[config.mk]
export PLATFORM = sky130hd
export DESIGN_NAME = vga_plot_arbiter
export DESIGN_NICKNAME = d
export VERILOG_FILES = /design/src/rtl/vga_plot_arbiter.sv
export SDC_FILE = /design/constraint.sdc
export NUM_CORES = 1
export LEC_CHECK = 0
export CORE_MARGIN = 2
export CORE_UTILIZATION = 33
export CTS_CLUSTER_DIAMETER = 200
export DETAILED_ROUTE_END_ITERATION = 12
export MAX_ROUTING_LAYER = met4
export PLACE_DENSITY_LB_ADDON = 0.25
export SETUP_SLACK_MARGIN = 0.3
export SLEW_MARGIN = 20
export SYNTH_ARGS = -nofsm -noshare
export SYNTH_HDL_FRONTEND = slang
export SYNTH_SLANG_ARGS = --single-unit
[constraint.sdc]
create_clock -name CLOCK_50 -period 1.4 [get_ports CLOCK_50]
set_input_delay 0.14 -clock CLOCK_50 [delete_from_list [all_inputs] [get_ports CLOCK_50]]
set_output_delay 0.14 -clock CLOCK_50 [all_outputs]
set_load 0.01 [all_outputs]
[src/rtl/vga_plot_arbiter.sv]
// vga_plot_arbiter: registers one winning pixel per cycle onto the VGA adapter port, round-robin
// between two producers; the full-screen clear sweep exists only when VGA_ARB_CLEAR_EN is defined.
`ifndef X_BITES
`define X_BITES 8
`endif
`ifndef Y_BITES
`define Y_BITES 7
`endif
`ifndef COLOR_BITES
`define COLOR_BITES 3
`endif

module vga_plot_arbiter #(
  parameter int                      SCREEN_W     = 160,
  parameter int                      SCREEN_H     = 120,
  parameter logic [`COLOR_BITES-1:0] CLEAR_COLOUR = '0
) (
  input  logic                    CLOCK_50,
  input  logic                    reset,
  input  logic                    req0_plot,
  input  logic [`X_BITES-1:0]     req0_x,
  input  logic [`Y_BITES-1:0]     req0_y,
  input  logic [`COLOR_BITES-1:0] req0_colour,
  output logic                    req0_ready,
  input  logic                    req1_plot,
  input  logic [`X_BITES-1:0]     req1_x,
  input  logic [`Y_BITES-1:0]     req1_y,
  input  logic [`COLOR_BITES-1:0] req1_colour,
  output logic                    req1_ready,
  input  logic                    clear_start,
  output logic                    clear_busy,
  output logic                    clear_done,
  output logic [`X_BITES-1:0]     x,
  output logic [`Y_BITES-1:0]     y,
  output logic [`COLOR_BITES-1:0] colour,
  output logic                    plot
);

  localparam int XW = `X_BITES;
  localparam int YW = `Y_BITES;
  localparam int CW = `COLOR_BITES;

  typedef enum logic {IDLE = 1'b0, CLEAR = 1'b1} state_t;

  state_t          state_q, state_d;
  logic            last_grant_q, last_grant_d;
  logic            plot_q, plot_d;
  logic [XW-1:0]   x_q, x_d;
  logic [YW-1:0]   y_q, y_d;
  logic [CW-1:0]   colour_q, colour_d;

`ifdef VGA_ARB_CLEAR_EN
  logic [XW-1:0]   cx_q, cx_d;
  logic [YW-1:0]   cy_q, cy_d;
  logic            clear_done_q, clear_done_d;
`else
  logic            unused_clear_start;
  assign unused_clear_start = clear_start;
`endif

  // Arbitration: a lone requester always wins; on contention the producer not granted last wins.
  always_comb begin
    req0_ready = 1'b0;
    req1_ready = 1'b0;
    if (state_q == IDLE) begin
      if (req0_plot && req1_plot) begin
        req0_ready = last_grant_q;
        req1_ready = ~last_grant_q;
      end else begin
        req0_ready = req0_plot;
        req1_ready = req1_plot;
      end
    end
  end

  always_comb begin
    state_d      = state_q;
    last_grant_d = last_grant_q;
    plot_d       = 1'b0;
    x_d          = x_q;
    y_d          = y_q;
    colour_d     = colour_q;
`ifdef VGA_ARB_CLEAR_EN
    cx_d         = cx_q;
    cy_d         = cy_q;
    clear_done_d = 1'b0;
`endif
    if (state_q == IDLE) begin
      if (req0_ready) begin
        plot_d       = 1'b1;
        x_d          = req0_x;
        y_d          = req0_y;
        colour_d     = req0_colour;
        last_grant_d = 1'b0;
      end else if (req1_ready) begin
        plot_d       = 1'b1;
        x_d          = req1_x;
        y_d          = req1_y;
        colour_d     = req1_colour;
        last_grant_d = 1'b1;
      end
`ifdef VGA_ARB_CLEAR_EN
      if (clear_start) begin
        state_d = CLEAR;
        cx_d    = '0;
        cy_d    = '0;
      end
`endif
    end else begin
`ifdef VGA_ARB_CLEAR_EN
      plot_d   = 1'b1;
      x_d      = cx_q;
      y_d      = cy_q;
      colour_d = CLEAR_COLOUR;
      // Explicit end-of-range compares so non-power-of-two screens wrap correctly.
      if (cx_q == XW'(SCREEN_W - 1)) begin
        cx_d = '0;
        if (cy_q == YW'(SCREEN_H - 1)) begin
          cy_d         = '0;
          state_d      = IDLE;
          clear_done_d = 1'b1;
        end else begin
          cy_d = cy_q + 1'b1;
        end
      end else begin
        cx_d = cx_q + 1'b1;
      end
`else
      state_d = IDLE;
`endif
    end
  end

  always_ff @(posedge CLOCK_50) begin
    if (reset) begin
      state_q      <= IDLE;
      last_grant_q <= 1'b1;
      plot_q       <= 1'b0;
      x_q          <= '0;
      y_q          <= '0;
      colour_q     <= '0;
`ifdef VGA_ARB_CLEAR_EN
      cx_q         <= '0;
      cy_q         <= '0;
      clear_done_q <= 1'b0;
`endif
    end else begin
      state_q      <= state_d;
      last_grant_q <= last_grant_d;
      plot_q       <= plot_d;
      x_q          <= x_d;
      y_q          <= y_d;
      colour_q     <= colour_d;
`ifdef VGA_ARB_CLEAR_EN
      cx_q         <= cx_d;
      cy_q         <= cy_d;
      clear_done_q <= clear_done_d;
`endif
    end
  end

  assign plot   = plot_q;
  assign x      = x_q;
  assign y      = y_q;
  assign colour = colour_q;

`ifdef VGA_ARB_CLEAR_EN
  assign clear_busy = (state_q == CLEAR);
  assign clear_done = clear_done_q;
`else
  assign clear_busy = 1'b0;
  assign clear_done = 1'b0;
`endif

endmodule
==> run_results.csv, run 1 <==
group,metric,value,unit
place,place_inst,164,
floorplan,fp.dieArea,0.00302,mm2
place,dp_hpwl,1670,um
critical_path,critPathRequiredTime,1600,ps
place,gp_congestion,0.628,
timing,tightest_slew,509,ps
clocking,clk_pin_slew,120,ps
timing,grt_setup_unrepaired,"yes",
hold_path,hold_class,"primary input to flip-flop",
critical_path,end_kind,"flip-flop",
power,design_power_total,1.42,mW
floorplan,die_w,55.0,um
floorplan,row_count,18,
logic_synthesis,synth-edff-count,0,
clocking,worstSkewPairLatency,300,ps
logic_synthesis,ys_warn_count,0,
critical_path,critPathSlowestCell,"dfxtp_4",
logic_synthesis,synth_top_area_share,46.7,%
floorplan,fp.coreArea,0.00248,mm2
timing,relSlewSlack,66.0,%
clocking,cts_root_buffer,"clkbuf_4",
logic_synthesis,ys_async_sr_fraction,0,%
timing,slew_violations,0,
floorplan,die_y,55.0,um
drt,drcViolationCount,0,
critical_path,worst-path-max-fanout,8,
logic_synthesis,synth_cell_types,18,
logic_synthesis,netlist_area,857,um2
drt,wl,2260,um
drt,drt-initial-drc-count,12,
logic_synthesis,netlist_instances,75,
floorplan,initial_core_util,34.6,%
place,io_buffers,60,
global_route,grt_pass1_wl,3390,um
logic_synthesis,synthTopCellsByCount,"dfxtp_1, and2_1, a221o_1",
critical_path,worst_path_largest_cell_delay,400,ps
final_layout,fin_nets,184,
timing,max_freq,857,MHz
clocking,clk_path_buf_depth,2,
logic_synthesis,synth-main-ff-cell,"dfxtp_1",
timing,setup_viol,0,
global_route,antenna_found_initial,0,
global_route,grt_usage,16.1,%
drt,ant_nets,0,
power,total_leakage_power,0.689,nW
logic_synthesis,avgSynthCellArea,11.4,um2
global_route,gr-total-overflow,0,
logic_synthesis,synth_area_leaders,"dfxtp_1, and2_1, a221o_1",
critical_path,path_class,"flip-flop to flip-flop",
critical_path,start_kind,"flip-flop",
clocking,cts_tree,"built",
final_layout,area_delta_synth_final,81.8,%
timing,period_needed,1170,ps
global_route,grt_max_degree,19,
global_route,grt_pass1_vias,766,
logic_synthesis,ys_ff_latch,20,
power,vdd_drop_max,670,uV
timing,hold_violations,0,
clocking,cts_hold_buf,0,
status,status,"finished clean",
critical_path,crit_chain,"a21boi_4, nor2b_4, buf_6, a221o_2",
final_layout,diodes,0,
timing,fin_crit_sh,83.4,%
drt,first_pass_iters,4,
final_layout,drive_above_1_share,21.8,%
clocking,cts_buffers,3,
clocking,clkSinkCount,20,
run,cap_viol_max_count,0,
logic_synthesis,yosys.area.top_type,"dfxtp_1",
drt,wl_per_cell,13.2,um
clocking,ctsHtreeMaxLevel,1,
drt,vias,830,
final_layout,final_cell_count_no_fill,172,
timing,clock_skew,6.56,ps
drt,viasPerCell,4.83,
power,p_per_area,915,mW/mm2
critical_path,arrival,1370,ps
logic_synthesis,yosysSeqAreaShare,46.7,%
floorplan,ioPinCount,64,
logic_synthesis,synth.most_common_cell,"dfxtp_1",
==> report_power, final <==
group | switching, mW | leakage [nW] | internal (mW)
clock network | 0.175 | 0.0279 | 0.289
registers | 0.0238 | 0.166 | 0.615
logic | 0.114 | 0.495 | 0.207
total | 0.313 | 0.689 | 1.11
==> worst max-delay path: cells and delay by family (launching register included) <==
family | cells | cell delay (ps)
AOI/OAI and AO/OA | 2 | 400
DFF | 1 | 400
buffers and inverters | 1 | 130
and+or+nand+nor | 1 | 130
==> per-layer routing <==
| metal | vias up | track usage, % | wire, um |
|---|---|---|---|
| met5 | - | - | 0 |
| met4 | 0 | 4.88 | 0 |
| met3 | 0 | 4.03 | 231 |
| met2 | 40 | 23.8 | 999 |
| met1 | 383 | 21.8 | 1030 |
| li1 | 407 | - | - |
==> cell families after synthesis <==
kind of cell,share of synthesized area (%)
other,0.438
flip-flops,46.7
buffers and inverters,7.01
AND/OR/NAND/NOR,18.0
AO/OA/AOI/OAI,27.9
==> final cells by class <==
| cell class | count | area [um2] |
|---|---|---|
| Fill cell | 225 | 920 |
| Sequential cell | 20 | 405 |
| Clock inverter | 1 | 30.0 |
| Timing Repair Buffer | 68 | 642 |
| Tap cell | 30 | 37.5 |
| Multi-Input combinational cell | 48 | 410 |
| Clock buffer | 3 | 22.5 |
| Inverter | 2 | 10.0 |
==> per-stage QoR <==
step / TNS, ps / instance area (um2) / utilization [%] / hold slack (ps) / setup WS [ps]
2_1_floorplan: 0 / 862 / - / 212 / 208
3_3_place_gp: -7090 / 1480 / 59.6 / 531 / -385
3_5_place_dp: -7740 / 1480 / 59.6 / 539 / -416
4_1_cts: 0 / 1560 / 62.9 / 350 / 127
5_1_grt: 0 / 1560 / 62.9 / 364 / 187
6_report: 0 / 1560 / 62.9 / 367 / 233
==> sequential cells by signal, summed over array words and instances (netlist names) <==
signal and count:
colour 3, last_grant_q 1, plot 1, x 8
y 7
==> what timing repair did <==
action	in CTS	in global routing
buffers inserted	4	0
gates resized for setup	33	10
pin swaps	10	1
setup endpoints to repair	39	27
==> final timing paths <==
kind                                                 from                end  slack, ps  cells past startpoint
worst max-delay path            last_grant_q$_SDFFE_PP1P_  x[3]$_SDFFE_PP0P_        230                      4
worst min-delay path                                reset    plot$_SDFF_PP0_        370                      3
worst max register to register  last_grant_q$_SDFFE_PP1P_  x[3]$_SDFFE_PP0P_        230                      4
worst min register to register          x[7]$_SDFFE_PP0P_  x[7]$_SDFFE_PP0P_        560                      2
==> cells in the final DEF, fill, tap and decap left out <==
cell	n
a211oi_4	1
a21boi_4	1
a21oi_2	1
a221o_1	10
a221o_2	8
and2_1	18
buf_12	1
buf_2	1
buf_4	6
buf_6	1
bufinv_16	1
clkbuf_2	2
clkbuf_4	3
clkdlybuf4s15_1	5
clkdlybuf4s50_1	36
conb_1	2
dfxtp_1	18
dfxtp_2	1
dfxtp_4	1
dlygate4sd2_1	16
inv_1	1
inv_4	1
nand2_1	1
nand2b_1	1
nor2_1	2
nor2b_4	1
nor3_4	1
o21ai_0	1
(Power assumes the default switching activity.)
==> inputs of run 2 (changes only) <==
- clock period: 1.4 -> 1.2 ns (I/O delays scaled with it)
==> run 2 against run 1 <==
  * The run now ends with negative setup slack left
  * Final area up 4.8%
  * Worst hold slack better by 66 ps
  * Sequential cell count unchanged
  * Largest cell class unchanged
  * Die area unchanged
  * Via count up 2.9%
  * Power up 11%
  * Non-clock buffer count up 3
  * First-iteration DRC count down 25%
  * Largest power group unchanged
==> run_results.csv, run 2 (synthesis gave the netlist of run 1 again) <==
group,metric,value,unit
run,cap_viol_max_count,0,
power,sequentialPowerShare,48.6,%
floorplan,die_y,55.0,um
place,io_buffers,60,
global_route,gr-total-overflow,0,
drt,wl_per_cell,14.9,um
critical_path,arrival,1410,ps
global_route,grt_pass1_wl,3500,um
status,failed_checks,"negative setup slack",
hold_path,hold_class,"primary input to flip-flop",
final_layout,mostFrequentLayoutCells,"clkdlybuf4s50_1, and2_1, dfxtp_2",
drt,drt-initial-drc-count,9,
power,p_comb_share,27.3,%
power,sw_frac_of_total,23.7,%
clocking,clk_pin_slew,110,ps
final_layout,largest_reg_flops,8,
place,post-place-ws,-660,ps
timing,setup_viol,8,
clocking,cts_root_buffer,"clkbuf_4",
critical_path,path_class,"primary input to flip-flop",
global_route,grt_max_degree,19,
critical_path,worst-path-max-fanout,9,
place,gp_congestion,0.606,
global_route,grt_usage,16.8,%
timing,worst_slack,-21.8,ps
power,p_clk_share,24.1,%
floorplan,die_w,55.0,um
power,p_sw,373,uW
drt,viasPerCell,4.88,
floorplan,row_count,18,
status,status,"finished with violations",
final_layout,fin_nets,187,
power,p_int,1.20,mW
floorplan,fp.dieArea,0.00302,mm2
clocking,clkSinkCount,20,
global_route,antenna_found_initial,0,
place,dp_hpwl,1750,um
drt,first_pass_iters,3,
clocking,cts_buffers,3,
timing,period_needed,1220,ps
timing,hold_violations,0,
drt,wl,2600,um
critical_path,start_kind,"primary input",
timing,fin_crit_sh,102,%
final_layout,area_delta_synth_final,90.5,%
place,place_inst,164,
clocking,clk_path_buf_depth,2,
floorplan,fp.coreArea,0.00248,mm2
floorplan,initial_core_util,34.6,%
final_layout,drive_above_1_share,46.2,%
final_layout,layout_commonest_cell,"clkdlybuf4s50_1",
power,p_per_area,964,mW/mm2
critical_path,critPathRequiredTime,1390,ps
clocking,cts_tree,"built",
timing,max_freq,818,MHz
global_route,grt_pass1_vias,830,
clocking,ctsHtreeMaxLevel,1,
critical_path,end_kind,"flip-flop",
floorplan,ioPinCount,64,
drt,drcViolationCount,0,
timing,grt_setup_unrepaired,"yes",
final_layout,final_cell_count_no_fill,175,
timing,clock_skew,0.460,ps
drt,ant_nets,0,
power,total_leakage_power,0.704,nW
timing,slew_violations,0,
drt,vias,854,
final_layout,diodes,0,
power,vdd_drop_max,670,uV
clocking,worstSkewPairLatency,290,ps
final_layout,utilization,65.9,%
run 2: critical path, stage by stage:
cell	delay [ps]
clkdlybuf4s50_1	560
buf_4	160
nor2b_4	50
buf_12	130
a221o_2	380
run 2: path summary, 6_finish.rpt:
path / startpoint / to / slack (ps) / cells past startpoint
min: req1_x[1] / x[1]$_SDFFE_PP0P_ / 430 / 2
max: reset / y[4]$_SDFFE_PP0P_ / -20 / 5
min reg2reg: last_grant_q$_SDFFE_PP1P_ / last_grant_q$_SDFFE_PP1P_ / 550 / 2
max reg2reg: last_grant_q$_SDFFE_PP1P_ / y[4]$_SDFFE_PP0P_ / -10 / 4
run 2: area by class of cell:
class	instances	area, um2
repair buffers	71	718
clock buffers	4	36.3
inverters	2	7.51
flip-flops and latches	20	427
well taps	30	37.5
multi-input cells	48	407
fillers	207	845
run 2: metrics by stage:
stage / cell area, um2 / hold WS, ps / TNS [ps] / total power, mW
floorplan: 862 / 192 / 0 / 0.896
global placement: 1480 / 529 / -11640 / 1.15
detailed placement: 1480 / 535 / -12370 / 1.16
CTS: 1490 / 425 / -83.7 / 1.51
global route: 1630 / 399 / -298 / 1.66
finish: 1630 / 432 / -106 / 1.57
run 2: timing repair:
action,CTS,global route
hold buffers,0,0
cloned,0,1
endpoints found under the setup margin,39,39
buffers inserted,4,2
pin swaps,1,2
resized for setup,104,18
run 2: power by group through the flow:
stage | Clock, mW | Combinational, mW | Sequential (mW)
5_1_grt | 0.429 | 0.460 | 0.771
6_report | 0.380 | 0.430 | 0.764
3_5_place_dp | 0 | 0.399 | 0.759
3_3_place_gp | 0 | 0.391 | 0.760
2_1_floorplan | 0 | 0.114 | 0.782
4_1_cts | 0.389 | 0.368 | 0.751
run 2: routing by layer:
layer	vias up	GRT usage, %	wire length [um]
met2	42	27.6	1250
met4	0	6.91	31
met5	-	-	0
met3	4	4.84	223
met1	393	19.3	1100
li1	415	-	-
